<file path="config.mk">
export PLATFORM = sky130hd
export DESIGN_NAME = bayer_mosaic_tx
export DESIGN_NICKNAME = d
export VERILOG_FILES = /design/src/rtl/bayer_mosaic_tx.sv
export SDC_FILE = /design/constraint.sdc
export NUM_CORES = 1
export LEC_CHECK = 0
export CORE_MARGIN = 2
export CORE_UTILIZATION = 50
export CTS_CLUSTER_SIZE = 16
export DETAILED_ROUTE_END_ITERATION = 12
export PLACE_DENSITY = 0.77
export SETUP_SLACK_MARGIN = 0.4
export SYNTH_ARGS = -nofsm -noshare
export SYNTH_HDL_FRONTEND = slang
export SYNTH_SLANG_ARGS = --single-unit
</file>
<file path="constraint.sdc">
create_clock -name clk -period 3.4 [get_ports clk]
set_input_delay 1.02 -clock clk [delete_from_list [all_inputs] [get_ports clk]]
set_output_delay 1.02 -clock clk [all_outputs]
set_load 0.05 [all_outputs]
</file>
<file path="src/rtl/bayer_mosaic_tx.sv">
// RGB-to-Bayer mosaic transmitter: frames a pixel stream with a start-of-frame
// pulse, row blanking and frame blanking, emitting one 8-bit mosaic sample per accept.
module bayer_mosaic_tx #(
  parameter int width        = 320,
  parameter int height       = 240,
  parameter int hBlank       = 8,
  parameter int vBlank       = 16,
  parameter int bayerPattern = 0
) (
  input  logic        clk,
  input  logic        reset,
  input  logic        iValid,
  input  logic [7:0]  iR,
  input  logic [7:0]  iG,
  input  logic [7:0]  iB,
  output logic        oReady,
  output logic        oNewFrame,
  output logic        oValid,
  output logic [7:0]  oData,
  output logic        oDone,
  output logic [31:0] xCnt,
  output logic [31:0] yCnt
);

  localparam logic [31:0] X_LAST  = 32'(width - 1);
  localparam logic [31:0] Y_LAST  = 32'(height - 1);
  localparam logic [31:0] HB_LAST = (hBlank > 0) ? 32'(hBlank - 1) : 32'd0;
  localparam logic [31:0] VB_LAST = (vBlank > 0) ? 32'(vBlank - 1) : 32'd0;
  localparam logic [1:0]  PAT     = 2'(bayerPattern);

  typedef enum logic [2:0] {IDLE, SOF, ACTIVE, HBLANK, VBLANK} state_t;

  state_t      state, stateNxt;
  logic [31:0] blankCnt, blankCntNxt;
  logic [31:0] xCntNxt, yCntNxt;
  logic        accept, rowEnd, lastPix;
  logic        selRow, selCol;
  logic [7:0]  sample;

  // Strobes are gated by reset so nothing is offered while reset is held.
  assign oReady    = (state == ACTIVE) && !reset;
  assign oNewFrame = (state == SOF) && !reset;

  assign accept  = iValid && oReady;
  assign rowEnd  = accept && (xCnt == X_LAST);
  assign lastPix = rowEnd && (yCnt == Y_LAST);

  assign selRow = yCnt[0] ^ PAT[1];
  assign selCol = xCnt[0] ^ PAT[0];

  always_comb begin
    sample = iG;
    if (!selRow && !selCol)     sample = iR;
    else if (selRow && selCol)  sample = iB;
  end

  always_comb begin
    stateNxt    = state;
    blankCntNxt = blankCnt;
    xCntNxt     = xCnt;
    yCntNxt     = yCnt;
    case (state)
      IDLE:   if (iValid) stateNxt = SOF;
      SOF:    stateNxt = ACTIVE;
      ACTIVE: begin
        if (accept) begin
          if (xCnt == X_LAST) begin
            xCntNxt     = '0;
            blankCntNxt = '0;
            if (yCnt == Y_LAST) begin
              yCntNxt  = '0;
              stateNxt = (vBlank > 0) ? VBLANK : IDLE;
            end else begin
              yCntNxt  = yCnt + 32'd1;
              stateNxt = (hBlank > 0) ? HBLANK : ACTIVE;
            end
          end else begin
            xCntNxt = xCnt + 32'd1;
          end
        end
      end
      HBLANK: begin
        if (blankCnt == HB_LAST) stateNxt = ACTIVE;
        else                     blankCntNxt = blankCnt + 32'd1;
      end
      VBLANK: begin
        if (blankCnt == VB_LAST) stateNxt = IDLE;
        else                     blankCntNxt = blankCnt + 32'd1;
      end
      default: stateNxt = IDLE;
    endcase
  end

  always_ff @(posedge clk) begin
    if (reset) begin
      state    <= IDLE;
      blankCnt <= '0;
      xCnt     <= '0;
      yCnt     <= '0;
      oValid   <= 1'b0;
      oData    <= '0;
      oDone    <= 1'b0;
    end else begin
      state    <= stateNxt;
      blankCnt <= blankCntNxt;
      xCnt     <= xCntNxt;
      yCnt     <= yCntNxt;
      oValid   <= accept;
      oData    <= accept ? sample : 8'd0;
      oDone    <= lastPix;
    end
  end

endmodule

</file>
* Word-level counts from Yosys, hierarchy flattened
Index checks and enable logic that the tools add are counted.
** Word-level totals
- Bits in registers :: 109
- Output and inout bits :: 76
** Cells by class
- Reduce and logical (&&, ||, !) cells :: 17
- Bitwise operators :: 1
- Equal/unequal tests :: 15
- $add $sub $neg :: 3
- Multiplexer cells :: 16
** Operators by type and width (number)
- 32-bit two-way mux :: 6
- 32-bit by 1-bit adder with 32-bit output, second input constant :: 3
- 32-bit case mux with 3 select lines :: 1
- 32-bit by 3-bit equality test with 1-bit output, second input constant :: 1
- 32-bit by 4-bit equality test with 1-bit output, second input constant :: 1
- 32-bit by 8-bit equality test with 1-bit output, second input constant :: 1
- 32-bit by 9-bit equality test with 1-bit output, second input constant :: 1
- 3-bit two-way mux :: 6
- 8-bit two-way mux :: 2
- 3-bit case mux with 5 select lines :: 1
- 2-bit != test, second input constant :: 6
- 5-bit AND reduction :: 2
- 1-bit logical AND :: 7
- 3-bit by 2-bit equality test with 1-bit output, second input constant :: 2
- 3-bit by 1-bit equality test with 1-bit output, second input constant :: 1
- 3-bit equality test, second input constant :: 1
- 1-bit logical NOT :: 3
- 3-bit logical NOT :: 1
- 3-bit AND reduction :: 1
- 3-bit nonzero test :: 1
- 2-bit by 1-bit != test with 1-bit output, second input constant :: 1
- 2-bit AND reduction :: 1
- 2-bit OR reduction :: 1
- 1-bit NOT :: 1

* Logic depth before layout (Yosys ltp)
- Word-level depth :: 5
- Mapped depth :: 9

* Worst setup path after synthesis
No wires, ideal clock.
- Path kind :: input -> output
- From :: input port reset
- To :: output port oNewFrame
- Slack :: -248 ps
- Buffers on the path :: 1
- Arrival time :: 2628 ps
- Stages on the path :: 2
- Cell sequence :: clkbuf_1 -> nor4_1
** Between the ends
- Word-level cells in the longest chain between the ends :: 2
** RTL lines
- from (decl) :: RTL line 11 : input logic reset,
- 1-bit logical NOT :: RTL line 42 : assign oNewFrame = (state == SOF) && !reset;
- 1-bit logical AND :: RTL line 42
- to (decl) :: RTL line 17 : output logic oNewFrame,
No other way between the ends.

* Worst setup path in the final report
- From :: input port reset
- To :: output port oReady
** Between the ends
- Word-level cells in the longest chain between the ends :: 2
** RTL lines
- 1-bit logical NOT :: RTL line 41 : assign oReady = (state == ACTIVE) && !reset;
- 1-bit logical AND :: RTL line 41
- to (decl) :: RTL line 16 : output logic oReady,
No other way between the ends.

==> summary.md <==
| Metric | Value |
|---|---|
| Result of the run | finished, final reports clean |
| Max cap viols | 0 |
| Unrepaired setup endpoints after global routing | false |
| Critical Path RT | 2380 ps |
| Htree depth | 3 |
| Largest net degree at the start of global routing | 32 |
| Wire length of the first global-routing pass | 26,700 um |
| Worst Path Buf+Inv | 4 |
| Die W | 111 um |
| Share of the yosys chip area belonging to registers | 38.3% |
| Power share of the sequential group | 47.8% |
| Netlist area before placement | 5700 sq um |
| Arrival time reported for the critical path endpoint | 1960 ps |
| Clock-pin slew on the worst setup and hold paths | 70 ps |
| Worst-Margin Slew | 598 ps |
| Series of cell instances along the critical path | buf_6 -> or4b_4 -> clkinv_4 -> buf_6 -> buf_12 |
| Number of vias in the routed layout | 5,942 |
| Leading register cell type out of synthesis | sky130_fd_sc_hd__dfxtp_1 |
| Share of cells above drive strength 1 | 8.92% |
| Crit-path most repeated cell | sky130_fd_sc_hd__buf_6 |
| Type of element launching the critical path | input pin |
| Hold WS | 495 ps |
| Worst Path Class, Setup | in2out |
| Setup slack, reg-to-reg | 660 ps |
| Start point of the worst min-delay path | blankCnt[0] |
| CTS Hold Bufs | 0 |
| Reg2reg end | yCnt[25] |
| Number of diodes added for antenna fixing | 0 |
| Total net switching power | 670 uW |
| Critical Path Sink Type | output pin |
| Synthesized flop and latch total | 109 |
| Post-layout worst setup margin | 418 ps |
| Fraction of registers with async set/reset | 0% |
| Cell internal pwr | 2170 uW |
| Final wirelength | 16,000 um |
| Core footprint | 11,300 sq um |
| Number of buffers on the longest clock path | 2 |
| Clock tree from TritonCTS | built |
| Maximum net fanout on the critical path | 2 |
| Worst VDD drop | 0.000288 V |
| Starting DRT DRC Count | 572 |
| Cell chosen for the clock root | sky130_fd_sc_hd__clkbuf_16 |
| Routed wire length per instance | 16.6 um |
| Synthesized Nets | 733 |
| Number of nets with antenna violations after routing | 0 |
| Reg2Reg Launch Point | xCnt[10] |
| Number of distinct library cells after synthesis | 57 |
| Fin Clk Skew | 10.2 ps |
| Routability Congestion | 0.870 |
| Cell depth of the worst flop-to-flop path | 5 |
| Total power density per cell area | 381 nW/um^2 |
| Hold Fails Final Rpt | 0 |
| Proportion of total power due to net switching | 23.6% |
| Syn. warnings | 0 |
| Largest stage delay on the critical path | 560 ps |
| Combinational share of power | 8.8% |
| Worst Hold Class | reg2reg |
| Post-placement setup slack | -46.2 ps |
| Count of cells along the worst hold path | 1 |
| Power share of the clock group | 43.4% |
| Antenna violations before repair | 0 |
| Post-synth EDFFs | 0 |
| Portion of the clock cycle consumed by the worst path in the final layout | 87.7% |
| Static leakage | 0.00261 uW |
| Number of vias per cell | 6.18 |
| Total power | 2840 uW |
| Port Buffers | 102 |
| Number of clock buffers inserted by TritonCTS | 9 |
| Starting Density | 50.6% |
| Via count of the first global-routing pass | 5,671 |
| Crit path launch | reset |
| Congestion Overflow GR | 0 |
| Standard-cell rows | 39 |
| Layout net count | 843 |
| First-pass iteration count of the detailed router | 7 |
| Number of stages on the worst setup path | 5 |
| Number of remaining DRC errors | 0 |
| Max-slew violation total from the final report | 0 |
| Number of clock sinks | 109 |
| Largest delay share family, worst path | simple AND/OR/NAND/NOR gates |
| Headroom to the max-slew limit | 59.8% |
| Tot GR Track Use | 26.0% |
| Syn Inst Count | 703 |
| Post-DP HPWL | 11,300 um |
| Die outline area | 12,300 sq um |
| Final setup violating endpoints | 0 |
| Mean cell area of the mapped netlist | 8.11 sq um |
| Number of I/O pins | 103 |
| Die Y | 111 um |
| Achievable clock frequency | 335 MHz |
| Slowest cell on crit path | sky130_fd_sc_hd__or4b_4 |
| End point of the most critical hold path | blankCnt[0] |
| Post-layout minimum cycle time | 2980 ps |
| Clock latency at the later pin of the worst-skew pair | 360 ps |
| Signed area change from the synthesized netlist to the final layout | 30.9% |
==> layer usage <==
metal	global-route usage, %	wire length, um
met4	10.9	376
met3	5.14	1070
met1	33.0	6690
met2	43.1	7820
met5	0	0
==> cell families (layout without fill, tap and decap cells) <==
group,count (synthesis),in the layout,share of synthesized area (%)
and+or+nand+nor,300,300,29.5
DFF,109,109,38.3
muxes,9,9,1.58
xor gates and xnor gates,34,34,5.22
adders and majority gates,3,3,0.658
buffers and inverters,78,193,5.33
AOI/OAI and AO/OA,170,170,19.5
==> worst register-to-register path, stage by stage, from the launching register on <==
cell and delay (ps):
sky130_fd_sc_hd__dfxtp_1 350, sky130_fd_sc_hd__nor4_1 570, sky130_fd_sc_hd__nand4_2 400, sky130_fd_sc_hd__or4_4 700, sky130_fd_sc_hd__or4_1 530, sky130_fd_sc_hd__a21oi_1 150
==> cell usage in the layout, fill, tap and decap left out, drive strengths merged, types with 18 or more instances in the layout <==
cell type	count
nand4	34
nand2	31
inv	39
a21oi	44
clkdlybuf4s50	99
nor2	67
nor4	30
a22oi	29
xor2	26
dfxtp	109
a211oi	18
o21ai	28
nand3	42
buf	38
==> power groups by stage <==
stage	Combinational (uW)	Sequential, uW	Clock (uW)
3_5_place_dp	246	1390	0
2_1_floorplan	150	1380	0
5_1_grt	271	1370	1290
4_1_cts	248	1360	1250
3_3_place_gp	235	1390	0
6_report	249	1360	1230
==> per-stage QoR <==
step	util, %	instances	area [sq um]	TNS, ps
6_report	66.2	961	7470	0
5_1_grt	66.2	961	7470	0
4_1_cts	66.2	961	7470	0
3_5_place_dp	63.0	944	7100	-108
3_3_place_gp	63.0	944	7100	-46.3
2_1_floorplan	-	703	5720	0
==> Yosys cell counts (3+ instances only) <==
cell | count | area (sq um)
sky130_fd_sc_hd__a21oi_1 | 44 | 220
sky130_fd_sc_hd__or3_1 | 11 | 68.8
sky130_fd_sc_hd__xor2_1 | 26 | 228
sky130_fd_sc_hd__ha_1 | 3 | 37.5
sky130_fd_sc_hd__a22oi_1 | 29 | 218
sky130_fd_sc_hd__dfxtp_1 | 109 | 2180
sky130_fd_sc_hd__o21ai_0 | 28 | 140
sky130_fd_sc_hd__nand3b_1 | 4 | 30.0
sky130_fd_sc_hd__mux2i_1 | 9 | 90.1
sky130_fd_sc_hd__or4_1 | 16 | 120
sky130_fd_sc_hd__nand2b_1 | 4 | 25.0
sky130_fd_sc_hd__and4_1 | 13 | 114
sky130_fd_sc_hd__and3_1 | 11 | 68.8
sky130_fd_sc_hd__nand2_1 | 31 | 116
sky130_fd_sc_hd__xnor2_1 | 8 | 70.1
sky130_fd_sc_hd__nand4_1 | 33 | 206
sky130_fd_sc_hd__o21a_1 | 8 | 60.1
sky130_fd_sc_hd__nand3_1 | 42 | 210
sky130_fd_sc_hd__nor4_1 | 29 | 181
sky130_fd_sc_hd__inv_1 | 38 | 143
sky130_fd_sc_hd__and2_1 | 5 | 31.3
sky130_fd_sc_hd__o211ai_1 | 7 | 52.6
sky130_fd_sc_hd__nor2_1 | 67 | 251
sky130_fd_sc_hd__clkbuf_1 | 31 | 116
sky130_fd_sc_hd__a211oi_1 | 18 | 135
sky130_fd_sc_hd__buf_1 | 4 | 15.0
sky130_fd_sc_hd__nor2b_1 | 8 | 50.1
sky130_fd_sc_hd__o31ai_1 | 12 | 90.1
sky130_fd_sc_hd__nor3_1 | 10 | 50.1
sky130_fd_sc_hd__o21bai_1 | 11 | 82.6
==> state kept, by name (all words and copies together) (netlist names) <==
| signal | cells |
|---|---|
| oValid | 1 |
| state | 3 |
| oDone | 1 |
| yCnt | 32 |
| oData | 8 |
| xCnt | 32 |
| blankCnt | 32 |
==> how the worst max path moves through the flow <==
stage | end
after floorplan | yCnt[28]
after global placement | yCnt[25]
after detailed placement | yCnt[31]
after CTS | oReady
after global routing | oReady
final | oReady
==> repair_timing <==
| item | 4_1_cts | 5_1_grt |
|---|---|---|
| endpoints found under the setup margin | 6 | 0 |
| resized for setup | 6 | 0 |
| setup buffers | 1 | 0 |
==> cell type report <==
class,instances,area (sq um)
inverters,40,155
fillers,932,3810
repair buffers,137,1350
clock inverters,6,110
well taps,143,179
clock buffers,10,239
multi-input cells,516,3250
flip-flops and latches,109,2180
No activity file was read; power rests on OpenSTA's default activity.
